$ cat config.mk
export PLATFORM = sky130hd
export DESIGN_NAME = pipeline_ctrl_flat
export DESIGN_NICKNAME = d
export VERILOG_FILES = /design/src/rtl/pipe_ctrl_pkg.sv /design/src/rtl/pipeline_ctrl_if.sv /design/src/rtl/sat_counter.sv /design/src/rtl/pipeline_ctrl.sv /design/src/flat_wrapper.sv
export SDC_FILE = /design/constraint.sdc
export NUM_CORES = 1
export LEC_CHECK = 0
export ABC_CLOCK_PERIOD_IN_PS = 5100
export CORE_MARGIN = 2
export CORE_UTILIZATION = 25
export CTS_CLUSTER_SIZE = 40
export DETAILED_ROUTE_END_ITERATION = 6
export SYNTH_ARGS = -nofsm -noshare
export SYNTH_HDL_FRONTEND = slang
export SYNTH_HIERARCHICAL = 1
export SYNTH_SLANG_ARGS = --single-unit
$ cat constraint.sdc
create_clock -name Clk -period 5.1 [get_ports Clk]
set_clock_uncertainty 0.15 [all_clocks]
set_input_delay 1.02 -clock Clk [delete_from_list [all_inputs] [get_ports Clk]]
set_output_delay 1.02 -clock Clk [all_outputs]
set_load 0.05 [all_outputs]
$ cat src/rtl/pipe_ctrl_pkg.sv
// rtl/pipe_ctrl_pkg.sv - shared types and constants for the pipeline hazard controller
package pipe_ctrl_pkg;

    typedef enum logic [1:0] {
        ST_INIT        = 2'd0,
        ST_RUN         = 2'd1,
        ST_FREEZE      = 2'd2,
        ST_FREEZE_PEND = 2'd3
    } state_e;

    localparam logic [4:0]  REG_ZERO  = 5'd0;
    localparam logic [31:0] NOP_INSTR = 32'h0;

    // $zero is never a real producer, so a load into it cannot cause a hazard
    function automatic logic load_use(
        input logic       ex_mem_read,
        input logic [4:0] ex_rt,
        input logic [4:0] id_rs,
        input logic [4:0] id_rt,
        input logic       id_uses_rt
    );
        return ex_mem_read && (ex_rt != REG_ZERO) &&
               ((ex_rt == id_rs) || (id_uses_rt && (ex_rt == id_rt)));
    endfunction

endpackage

$ cat src/rtl/pipeline_ctrl_if.sv
// rtl/pipeline_ctrl_if.sv - hazard/sequencing signals between the datapath and pipeline_ctrl
interface pipeline_ctrl_if #(parameter int CNT_W = 16);

    logic [4:0]       ID_Rs;
    logic [4:0]       ID_Rt;
    logic             ID_UsesRt;
    logic             EX_MemRead;
    logic [4:0]       EX_Rt;
    logic             Branch_Taken;
    logic             DMem_Busy;
    logic             Cnt_Clr;
    logic             PC_Write;
    logic             IF_ID_Write;
    logic             IF_ID_Flush;
    logic             ID_EX_Flush;
    logic             Pipe_Hold;
    logic [CNT_W-1:0] Stall_Count;
    logic [CNT_W-1:0] Flush_Count;

    modport master (
        output ID_Rs, ID_Rt, ID_UsesRt, EX_MemRead, EX_Rt,
               Branch_Taken, DMem_Busy, Cnt_Clr,
        input  PC_Write, IF_ID_Write, IF_ID_Flush, ID_EX_Flush, Pipe_Hold,
               Stall_Count, Flush_Count
    );

    modport slave (
        input  ID_Rs, ID_Rt, ID_UsesRt, EX_MemRead, EX_Rt,
               Branch_Taken, DMem_Busy, Cnt_Clr,
        output PC_Write, IF_ID_Write, IF_ID_Flush, ID_EX_Flush, Pipe_Hold,
               Stall_Count, Flush_Count
    );

endinterface

$ cat src/rtl/sat_counter.sv
// rtl/sat_counter.sv - saturating up-counter with synchronous clear
module sat_counter #(
    parameter int W = 16
) (
    input  logic         Clk,
    input  logic         Rst,
    input  logic         Clr,
    input  logic         Inc,
    output logic [W-1:0] Q
);

    logic [W-1:0] cnt_q;
    logic [W-1:0] cnt_d;

    always_comb begin
        cnt_d = cnt_q;
        if (Clr) begin
            cnt_d = '0;
        end else if (Inc && (cnt_q != {W{1'b1}})) begin
            cnt_d = cnt_q + W'(1);
        end
    end

    always_ff @(posedge Clk or posedge Rst) begin
        if (Rst) begin
            cnt_q <= '0;
        end else begin
            cnt_q <= cnt_d;
        end
    end

    assign Q = cnt_q;

endmodule

$ cat src/rtl/pipeline_ctrl.sv
// rtl/pipeline_ctrl.sv - load/hold/flush sequencing for the five-stage pipeline
module pipeline_ctrl
    import pipe_ctrl_pkg::*;
#(
    parameter int CNT_W = 16
) (
    input  logic            Clk,
    input  logic            Rst,
    pipeline_ctrl_if.slave  bus
);

    state_e state_q;
    state_e state_d;

    logic lu;
    logic pc_write;
    logic if_id_write;
    logic if_id_flush;
    logic id_ex_flush;
    logic pipe_hold;
    logic stall_inc;
    logic flush_inc;

    assign lu = load_use(bus.EX_MemRead, bus.EX_Rt, bus.ID_Rs, bus.ID_Rt, bus.ID_UsesRt);

    always_ff @(posedge Clk or posedge Rst) begin
        if (Rst) begin
            state_q <= ST_INIT;
        end else begin
            state_q <= state_d;
        end
    end

    always_comb begin
        state_d     = ST_RUN;
        pc_write    = 1'b0;
        if_id_write = 1'b0;
        if_id_flush = 1'b0;
        id_ex_flush = 1'b0;
        pipe_hold   = 1'b0;
        stall_inc   = 1'b0;
        flush_inc   = 1'b0;

        if (state_q == ST_INIT) begin
            // IF/ID has no reset, so it is cleared while the reset-vector fetch is issued
            if_id_flush = 1'b1;
            id_ex_flush = 1'b1;
        end else if (bus.DMem_Busy) begin
            pipe_hold = 1'b1;
            stall_inc = 1'b1;
            state_d   = (bus.Branch_Taken || state_q == ST_FREEZE_PEND) ? ST_FREEZE_PEND
                                                                       : ST_FREEZE;
        end else if (bus.Branch_Taken || state_q == ST_FREEZE_PEND) begin
            // ID holds a wrong-path instruction, so any load-use on it is irrelevant
            pc_write    = 1'b1;
            if_id_flush = 1'b1;
            id_ex_flush = 1'b1;
            flush_inc   = 1'b1;
        end else if (lu) begin
            id_ex_flush = 1'b1;
            stall_inc   = 1'b1;
        end else begin
            pc_write    = 1'b1;
            if_id_write = 1'b1;
        end
    end

    assign bus.PC_Write    = pc_write;
    assign bus.IF_ID_Write = if_id_write;
    assign bus.IF_ID_Flush = if_id_flush;
    assign bus.ID_EX_Flush = id_ex_flush;
    assign bus.Pipe_Hold   = pipe_hold;

    sat_counter #(.W(CNT_W)) u_stall_cnt (
        .Clk (Clk),
        .Rst (Rst),
        .Clr (bus.Cnt_Clr),
        .Inc (stall_inc),
        .Q   (bus.Stall_Count)
    );

    sat_counter #(.W(CNT_W)) u_flush_cnt (
        .Clk (Clk),
        .Rst (Rst),
        .Clr (bus.Cnt_Clr),
        .Inc (flush_inc),
        .Q   (bus.Flush_Count)
    );

endmodule

$ cat src/flat_wrapper.sv
// flat-port wrapper written by rule: the top's interface ports become plain ports
module pipeline_ctrl_flat import pipe_ctrl_pkg::*;
#(
    parameter int CNT_W = 16
)
  (Clk, Rst, bus_ID_Rs, bus_ID_Rt, bus_ID_UsesRt, bus_EX_MemRead, bus_EX_Rt, bus_Branch_Taken, bus_DMem_Busy, bus_Cnt_Clr, bus_PC_Write, bus_IF_ID_Write, bus_IF_ID_Flush, bus_ID_EX_Flush, bus_Pipe_Hold, bus_Stall_Count, bus_Flush_Count);
  pipeline_ctrl_if #(.CNT_W(CNT_W)) bus_i ();
  input  logic Clk;
  input  logic Rst;
  input wire logic [$bits(bus_i.ID_Rs)-1:0] bus_ID_Rs;
  input wire logic [$bits(bus_i.ID_Rt)-1:0] bus_ID_Rt;
  input wire logic [$bits(bus_i.ID_UsesRt)-1:0] bus_ID_UsesRt;
  input wire logic [$bits(bus_i.EX_MemRead)-1:0] bus_EX_MemRead;
  input wire logic [$bits(bus_i.EX_Rt)-1:0] bus_EX_Rt;
  input wire logic [$bits(bus_i.Branch_Taken)-1:0] bus_Branch_Taken;
  input wire logic [$bits(bus_i.DMem_Busy)-1:0] bus_DMem_Busy;
  input wire logic [$bits(bus_i.Cnt_Clr)-1:0] bus_Cnt_Clr;
  output wire logic [$bits(bus_i.PC_Write)-1:0] bus_PC_Write;
  output wire logic [$bits(bus_i.IF_ID_Write)-1:0] bus_IF_ID_Write;
  output wire logic [$bits(bus_i.IF_ID_Flush)-1:0] bus_IF_ID_Flush;
  output wire logic [$bits(bus_i.ID_EX_Flush)-1:0] bus_ID_EX_Flush;
  output wire logic [$bits(bus_i.Pipe_Hold)-1:0] bus_Pipe_Hold;
  output wire logic [$bits(bus_i.Stall_Count)-1:0] bus_Stall_Count;
  output wire logic [$bits(bus_i.Flush_Count)-1:0] bus_Flush_Count;
  assign bus_i.ID_Rs = bus_ID_Rs;
  assign bus_i.ID_Rt = bus_ID_Rt;
  assign bus_i.ID_UsesRt = bus_ID_UsesRt;
  assign bus_i.EX_MemRead = bus_EX_MemRead;
  assign bus_i.EX_Rt = bus_EX_Rt;
  assign bus_i.Branch_Taken = bus_Branch_Taken;
  assign bus_i.DMem_Busy = bus_DMem_Busy;
  assign bus_i.Cnt_Clr = bus_Cnt_Clr;
  assign bus_PC_Write = bus_i.PC_Write;
  assign bus_IF_ID_Write = bus_i.IF_ID_Write;
  assign bus_IF_ID_Flush = bus_i.IF_ID_Flush;
  assign bus_ID_EX_Flush = bus_i.ID_EX_Flush;
  assign bus_Pipe_Hold = bus_i.Pipe_Hold;
  assign bus_Stall_Count = bus_i.Stall_Count;
  assign bus_Flush_Count = bus_i.Flush_Count;
  pipeline_ctrl #(.CNT_W(CNT_W)) u_core (.Clk(Clk), .Rst(Rst), .bus(bus_i));
endmodule
==> results of run 1 <==
critical path, delay by kind of cell:
kind                   cells  cell delay, ns
buffers and inverters      2            1.27
XOR/XNOR                   1            0.20
AO/OA/AOI/OAI              2            0.31
AND/OR/NAND/NOR            2            0.57
layout by cell type, fill, tap and decap left out, types with 2 or more instances in the layout:
cell             Yosys  routed
clkdlybuf4s50_1      0      58
dfrtp_1             34      34
a21oi_1             26      26
nand2_1             14      14
nand3_1             14      14
or4_1               13      13
or3_1               12      12
xor2_1              10      10
nor3_1              10      10
o21ai_0             10      10
o31ai_1             10      10
nor2b_1              8       8
nor2_1               8       8
nand4_1              8       8
inv_1                7       7
nor4_1               6       6
clkbuf_8             0       5
nand2b_1             5       5
o41ai_1              4       4
mux2_2               4       4
clkbuf_1             2       2
nand4_4              2       2
and4_1               2       2
or4_4                2       2
or3_2                2       2
mux2i_1              2       2
a31oi_1              2       2
or4_2                2       2
ha_1                 2       2
sequential cells by signal, indices dropped and copies added, names as in the netlist:
register and flops:
u_core/state_q 2, u_core/u_flush_cnt/Q 16, u_core/u_stall_cnt/Q 16
metrics by stage:
step           area (sq um)  utilization (%)
2_1_floorplan          2170                -
3_3_place_gp           2840             34.2
3_5_place_dp           2840             34.2
4_1_cts                2910             35.1
5_1_grt                2910             35.1
6_report               2910             35.1
cells by family (layout without fill, tap and decap cells):
| group | after synthesis | after routing |
|---|---|---|
| AOI/OAI and AO/OA | 59 | 59 |
| muxes | 6 | 6 |
| adders and majority gates | 2 | 2 |
| buffers and inverters | 15 | 73 |
| and+or+nand+nor | 111 | 111 |
| xor gates and xnor gates | 11 | 11 |
| DFF | 34 | 34 |
area by class of cell:
cell class,instances,area (sq um)
fill,831,5390
multi-input combinational,189,1240
sequential,34,851
timing repair buffer,59,588
tap,105,131
clock buffer,7,76.3
inverter,7,26.3
metal layers:
layer | up-vias | track usage [%] | wire, microns
li1 | 1035 | - | -
met1 | 991 | 15.4 | 2520
met2 | 78 | 18.9 | 2660
met3 | 2 | 2.52 | 346
met4 | 0 | 3.90 | 40
met5 | - | 0 | 0
power groups by stage:
stage | Sequential [mW] | Combinational (mW) | Clock, mW
detailed placement | 0.286 | 0.0989 | 0
global placement | 0.285 | 0.0984 | 0
global route | 0.281 | 0.107 | 0.211
finish | 0.280 | 0.0980 | 0.188
floorplan | 0.295 | 0.0484 | 0
CTS | 0.280 | 0.0994 | 0.197
path summary, 6_finish.rpt:
path | start | to | slack, ns | cells past startpoint
min reg2reg | u_core/u_flush_cnt/Q[14]$_DFFE_PP0P_ | u_core/u_flush_cnt/Q[14]$_DFFE_PP0P_ | 0.42 | 2
max in group asynchronous | Rst | u_core/u_flush_cnt/Q[15]$_DFFE_PP0P_ | 3.30 | 2
min | u_core/u_flush_cnt/Q[14]$_DFFE_PP0P_ | u_core/u_flush_cnt/Q[14]$_DFFE_PP0P_ | 0.42 | 2
max reg2reg | u_core/state_q[0]$_DFF_PP0_ | u_core/u_flush_cnt/Q[13]$_DFFE_PP0P_ | 2.33 | 6
max | bus_EX_Rt[3] | bus_ID_EX_Flush | 0.55 | 7
min in group asynchronous | Rst | u_core/state_q[1]$_DFF_PP0_ | 0.85 | 2
==> flow_summary.json, run 1 <==
{
  "run_status": "complete, no violations",
  "fin_crit_ns": 4.55,
  "finalCritPeriodShare_pct": 89.2,
  "fp.dieW_microns": 97.1,
  "htreeDepth": 2,
  "synthSimpleGateAreaFrac_pct": 32.0,
  "power_uw": 567,
  "grt_overflow_total": 0,
  "grt_pass1_vias": 1915,
  "crit_required_ns": 3.93,
  "cts_buffers": 5,
  "ir_worst_vdd_mv": 0.0710,
  "cts_tree": "done",
  "worstPathArrival_ns": 3.38,
  "slew_headroom_pct": 30.8,
  "synth.most_common_cell": "dfrtp_1",
  "cts_hold_buffers": 0,
  "crit_type": "in -> out",
  "crit_chain": "clkdlybuf4s50_1 -> xor2_1 -> nor4_2 -> a32oi_1 -> or2_4 -> a21oi_2 -> clkdlybuf4s50_1",
  "startpoint_type": "input pin",
  "rsz0062_at_grt": "false",
  "io_buffers": 58,
  "synth-seq-area-share_pct": 39.2,
  "synthAdderAreaFrac_pct": 1.15,
  "dp.cells": 394,
  "muxShareOfSynthArea_pct": 3.00,
  "ys.flop_type": "dfrtp_1",
  "io_pins": 59,
  "die_area_sq_um": 9430,
  "synth_common_cells": "dfrtp_1 (34), a21oi_1 (26), nand2_1 (14), nand3_1 (14), or4_1 (13)",
  "min_path_type": "reg -> reg",
  "synthCells": 238,
  "clockPowerShare_pct": 33.2,
  "postCtsSetupBuffers": 0,
  "vias": 2106,
  "power_frac_seq_pct": 49.5,
  "synth_area_leaders": "dfrtp_1 (39%), a21oi_1 (6.0%), or4_1 (4.5%)",
  "start_util_pct": 26.1,
  "worst_slew_pin_slew_ns": 1.03,
  "p_leak_nw": 1.01,
  "slew_viol_final": 0,
  "ys_types": 41,
  "setup_viol": 0,
  "finalSetupTns_ns": 0,
  "track_usage_pct": 11.7,
  "insertion_delay_ns": 0.27,
  "hpwlAfterDp_mm": 4.12,
  "setup_ws_ns": 0.553,
  "p_per_area_nw_per_um2": 195,
  "instances_no_fill": 401,
  "ys_seq_elements": 34,
  "path_max_fanout": 3,
  "wl_per_cell_microns": 13.9,
  "yosysTopAreaCell": "dfrtp_1",
  "power_switching_uw": 159,
  "num_rows": 33,
  "antenna_found_initial": 0,
  "core-area_sq_um": 8300,
  "drive_gt1_share_pct": 8.11,
  "slowest_delay_ns": 0.81,
  "fmax_mhz": 220,
  "hold_slack_ns": 0.420,
  "cts_resized": 0,
  "wirelength_mm": 5.57,
  "initialDrtViolationCount": 227,
  "combPwrFrac_pct": 17.3,
  "synthDominantCellAreaShare_pct": 39.2,
  "syn_area_per_cell_sq_um": 9.11,
  "via_per_inst": 5.25,
  "crit_path_end_kind": "primary output",
  "grt_max_degree": 30,
  "cts_root_buf": "clkbuf_8",
  "dr.pass1.iters": 4,
  "clk_pin_slew_worst_paths_ns": 0.07,
  "syn2layout_area_growth_pct": 34.4,
  "synth_edf_count": 0,
  "p_sw_share_pct": 28.0,
  "ys.warnings.count": 6,
  "p_int_uw": 408,
  "syn_area_sq_um": 2170,
  "maxCapViolCount": 0,
  "num_antenna_cells": 0,
  "detail-route-antenna-nets": 0,
  "place.gp.congestion": 0.773,
  "hold_violations": 0,
  "synth_top_family_by_area": "simple AND/OR/NAND/NOR gates",
  "synth-compound-area-share_pct": 16.7,
  "cts.sinks": 34,
  "grt_pass1_wl_mm": 9.21,
  "crit_top_cell": "clkdlybuf4s50_1",
  "pre_cts_slack_ns": 0.578,
  "critical_path.slowest_cell": "clkdlybuf4s50_1",
  "die_h_microns": 97.1,
  "fin_nets": 320,
  "synth_fp_nets": 262,
  "route.detailed.drc": 0,
  "clockBufferDepth": 2,
  "synth_xor_area_share_pct": 4.44,
  "async_flop_share_pct": 100
}
Power figures use the tool's default switching activity.
==> run 2, diff against run 1 <==
ABC_CLOCK_PERIOD_IN_PS = default   (was 5100)
DONT_BUFFER_PORTS = 1   (was default)
PLACE_DENSITY_LB_ADDON = 0.3   (was default)
==> flow_summary.json, run 2 (synthesis results as in run 1) <==
{
  "clk_pin_slew_worst_paths_ns": 0.07,
  "setup_viol": 0,
  "syn2layout_area_growth_pct": 8.66,
  "postLayoutCellArea_sq_um": 2360,
  "crit_path_end_kind": "primary output",
  "grtUsageMet2_pct": 18.9,
  "p_leak_nw": 0.820,
  "antenna_found_initial": 0,
  "fin_nets": 263,
  "via_per_inst": 5.41,
  "grt_pass1_vias": 1751,
  "grt_util_met3_pct": 3.53,
  "path_buf_inv": 0,
  "cts_tree": "done",
  "track_usage_pct": 11.5,
  "fin_util_pct": 28.4,
  "vias": 1867,
  "detail-route-antenna-nets": 0,
  "io_buffers": 0,
  "dp.cells": 337,
  "fp.dieW_microns": 97.1,
  "finalSetupTns_ns": 0,
  "clockBufferDepth": 2,
  "cts_resized": 0,
  "hpwlAfterDp_mm": 3.94,
  "min_path_type": "in -> async",
  "cts.sinks": 34,
  "insertion_delay_ns": 0.29,
  "cts_hold_buffers": 0,
  "wirelength_mm": 5.49,
  "initialDrtViolationCount": 118,
  "htreeDepth": 2,
  "slew_viol_final": 0,
  "crit_required_ns": 3.93,
  "core-area_sq_um": 8300,
  "critical_path.slowest_cell": "nor3b_2",
  "die_area_sq_um": 9430,
  "instances_no_fill": 345,
  "slowest_delay_ns": 0.69,
  "worst_slew_pin_slew_ns": 1.06,
  "fin_crit_ns": 3.73,
  "io_pins": 59,
  "crit_family": "simple AND/OR/NAND/NOR gates",
  "grt_pass1_wl_mm": 8.95,
  "run_status": "complete, no violations",
  "final_common_cell": "dfrtp_1",
  "wl_per_cell_microns": 15.9,
  "drive_gt1_share_pct": 11.3,
  "dr.pass1.iters": 5,
  "final_cell_mix": "dfrtp_1 (34), a21oi_1 (26), nand2_1 (14), nand3_1 (14), or4_1 (13)",
  "slew_headroom_pct": 30.1,
  "maxCapViolCount": 0,
  "crit_type": "in -> out",
  "power_uw": 552,
  "crit_chain": "or4_1 -> o21ai_2 -> or2_4 -> nor3b_2",
  "cts_buffers": 5,
  "fmax_mhz": 268,
  "grt-busiest-layer": "met2",
  "place.gp.congestion": 0.753,
  "grt_overflow_total": 0,
  "rsz0062_at_grt": "false",
  "gr-usage-met1_pct": 14.1,
  "startpoint_type": "input pin",
  "path_max_fanout": 3,
  "num_rows": 33,
  "hold_violations": 0,
  "place_area_sq_um": 2260,
  "finalCritPeriodShare_pct": 73.2,
  "die_h_microns": 97.1,
  "start_util_pct": 26.1,
  "worstPathArrival_ns": 2.56,
  "num_antenna_cells": 0,
  "ir_worst_vdd_mv": 0.0723,
  "cts_root_buf": "clkbuf_8",
  "postCtsSetupBuffers": 0,
  "route.detailed.drc": 0,
  "grt_max_degree": 39,
  "p_per_area_nw_per_um2": 234
}
==> run 2: layer usage <==
metal  up-vias  wire length, microns
met5         -                     0
met4         0                   100
met3         9                   372
met2        63                  2540
met1       877                  2480
li1        918                     -
==> run 2: worst paths after layout <==
check	from	endpoint	slack (ns)	depth (start not counted)
max	bus_EX_Rt[1]	bus_IF_ID_Write	1.37	4
min	Rst	u_core/state_q[0]$_DFF_PP0_	0.31	1
max reg2reg	u_core/state_q[0]$_DFF_PP0_	u_core/u_flush_cnt/Q[13]$_DFFE_PP0P_	2.30	6
min reg2reg	u_core/u_stall_cnt/Q[14]$_DFFE_PP0P_	u_core/u_stall_cnt/Q[14]$_DFFE_PP0P_	0.68	2
max in group asynchronous	Rst	u_core/u_stall_cnt/Q[7]$_DFFE_PP0P_	3.81	1
min in group Clk	bus_Cnt_Clr	u_core/u_flush_cnt/Q[2]$_DFFE_PP0P_	0.64	1
==> run 2: cell type report <==
class                      count  area [sq um]
fill                         874          5940
multi-input combinational    189          1240
sequential                    34           851
tap                          105           131
clock buffer                   7          86.3
inverter                       7          26.3
timing repair buffer           2          15.0
clock inverter                 1          5.00
==> run 2: stage by stage <==
step / hold WS (ns) / setup WS (ns)
2_1_floorplan: 0.558 / 1.13
3_5_place_dp: 0.616 / 1.33
3_3_place_gp: 0.614 / 1.39
5_1_grt: 0.305 / 1.31
6_report: 0.312 / 1.37
4_1_cts: 0.297 / 1.36
==> run 2: report_power, final <==
group / switching (mW) / leakage (nW) / total, mW / internal (mW)
Combinational: 0.0335 / 0.305 / 0.0510 / 0.0175
Sequential: 0.0191 / 0.466 / 0.292 / 0.273
Clock: 0.100 / 0.0482 / 0.209 / 0.109
==> run 3, diff against run 2 <==
clock period = 3.3 ns   (was 5.1 ns; I/O delays follow)
==> flow_summary.json, run 3 (synthesis results as in run 1) <==
{
  "fp.dieW_microns": 97.1,
  "insertion_delay_ns": 0.29,
  "num_antenna_cells": 0,
  "power_frac_seq_pct": 50.9,
  "final_cell_mix": "dfrtp_1 (34), a21oi_1 (26), buf_4 (14), nand2_1 (14), nand3_1 (14)",
  "worst_slew_pin_slew_ns": 0.726,
  "setup_viol": 0,
  "core-area_sq_um": 8300,
  "cts_resized": 0,
  "start_util_pct": 26.1,
  "place.gp.congestion": 0.723,
  "postCtsSetupBuffers": 0,
  "grt_overflow_total": 0,
  "p_leak_nw": 0.884,
  "cts_tree": "done",
  "track_usage_pct": 11.9,
  "finalSetupTns_ns": 0,
  "cts_hold_buffers": 1,
  "cts_buffers": 5,
  "wirelength_mm": 5.53,
  "slew_headroom_pct": 51.2,
  "p_int_uw": 628,
  "startpoint_type": "input pin",
  "rsz0062_at_grt": "false",
  "grt_pass1_vias": 1846,
  "fin_crit_ns": 2.78,
  "slew_viol_final": 0,
  "fin_nets": 276,
  "crit_type": "in -> reg",
  "finalCritPeriodShare_pct": 84.2,
  "power_switching_uw": 242,
  "antenna_found_initial": 0,
  "p_sw_share_pct": 27.8,
  "grt_pass1_wl_mm": 9.41,
  "initialDrtViolationCount": 99,
  "cts_root_buf": "clkbuf_8",
  "p_per_area_nw_per_um2": 354,
  "ir_worst_vdd_mv": 0.110,
  "drive_gt1_share_pct": 15.4,
  "final_common_cell": "dfrtp_1",
  "fmax_mhz": 360,
  "syn2layout_area_growth_pct": 13.3,
  "worstPathArrival_ns": 2.84,
  "hold_violations": 0,
  "hpwlAfterDp_mm": 3.92,
  "die_h_microns": 97.1,
  "n_fill_cell": 849,
  "grt_max_degree": 39,
  "io_pins": 59,
  "maxCapViolCount": 0,
  "vias": 1973,
  "clockPowerShare_pct": 37.6,
  "path_max_fanout": 6,
  "dp.cells": 349,
  "io_buffers": 0,
  "clockBufferDepth": 2,
  "dr.pass1.iters": 4,
  "combPwrFrac_pct": 11.5,
  "hold_slack_ns": 0.188,
  "clk_pin_slew_worst_paths_ns": 0.07,
  "via_per_inst": 5.51,
  "crit_path_end_kind": "flop",
  "num_rows": 33,
  "wl_per_cell_microns": 15.4,
  "min_path_type": "in -> async",
  "cts.sinks": 34,
  "run_status": "complete, no violations",
  "htreeDepth": 2,
  "instances_no_fill": 358,
  "die_area_sq_um": 9430,
  "route.detailed.drc": 0,
  "crit_required_ns": 3.36,
  "fin_util_pct": 29.6,
  "detail-route-antenna-nets": 0
}
==> run 3: cell count changes in the layout (fill, tap and decap cells not counted), sizes merged <==
cell / change
buf: +12
dlygate4sd3: +1
==> run 3: stage by stage <==
stage,total power [mW],worst slack [ns],area (sq um)
after floorplan,0.531,0.00563,2170
after global placement,0.550,0.258,2350
after detailed placement,0.551,0.216,2350
after CTS,0.889,0.519,2460
after global routing,0.909,0.404,2460
final,0.869,0.522,2460
==> run 3: critical path, cell delays in order <==
cell	delay (ns)
xor2_1	0.15
nor4_2	0.27
a32oi_1	0.15
or2_4	0.28
o21bai_2	0.14
nand3_1	0.13
or4_4	0.49
or4_1	0.41
a21oi_1	0.16
==> run 3: power groups by stage <==
stage	Combinational, mW	Sequential [mW]	Clock (mW)
after floorplan	0.0748	0.456	0
after global placement	0.0994	0.450	0
after detailed placement	0.101	0.451	0
after CTS	0.102	0.442	0.344
after global routing	0.111	0.443	0.355
final	0.100	0.442	0.327
==> run 3: routing by layer <==
metal / wire length (microns) / part of all wire [%] / global-route usage (%)
met4: 113 / 2.0 / 5.09
met3: 288 / 5.2 / 2.30
met5: 0 / 0 / 0
met2: 2530 / 46 / 19.1
met1: 2590 / 47 / 15.6
==> run 3: path summary, 6_finish.rpt <==
check / from / to / slack [ns] / depth (start not counted)
max in group asynchronous: Rst / u_core/u_flush_cnt/Q[14]$_DFFE_PP0P_ / 2.37 / 1
min reg2reg: u_core/u_flush_cnt/Q[1]$_DFFE_PP0P_ / u_core/u_flush_cnt/Q[1]$_DFFE_PP0P_ / 0.60 / 3
max: bus_EX_Rt[3] / u_core/u_stall_cnt/Q[13]$_DFFE_PP0P_ / 0.52 / 9
max reg2reg: u_core/u_flush_cnt/Q[0]$_DFFE_PP0P_ / u_core/u_flush_cnt/Q[0]$_DFFE_PP0P_ / 0.68 / 5
min in group Clk: bus_Cnt_Clr / u_core/u_flush_cnt/Q[12]$_DFFE_PP0P_ / 0.28 / 1
min: Rst / u_core/u_stall_cnt/Q[1]$_DFFE_PP0P_ / 0.19 / 1
==> run 3: final cells by class <==
| cell class | count | area, sq um | share of cell area (%) |
|---|---|---|---|
| inverter | 7 | 26.3 | 1.07 |
| timing repair buffer | 15 | 115 | 4.69 |
| clock inverter | 1 | 5.00 | 0.204 |
| tap | 105 | 131 | 5.35 |
| clock buffer | 7 | 86.3 | 3.52 |
| sequential | 34 | 851 | 34.6 |
| multi-input combinational | 189 | 1240 | 50.5 |
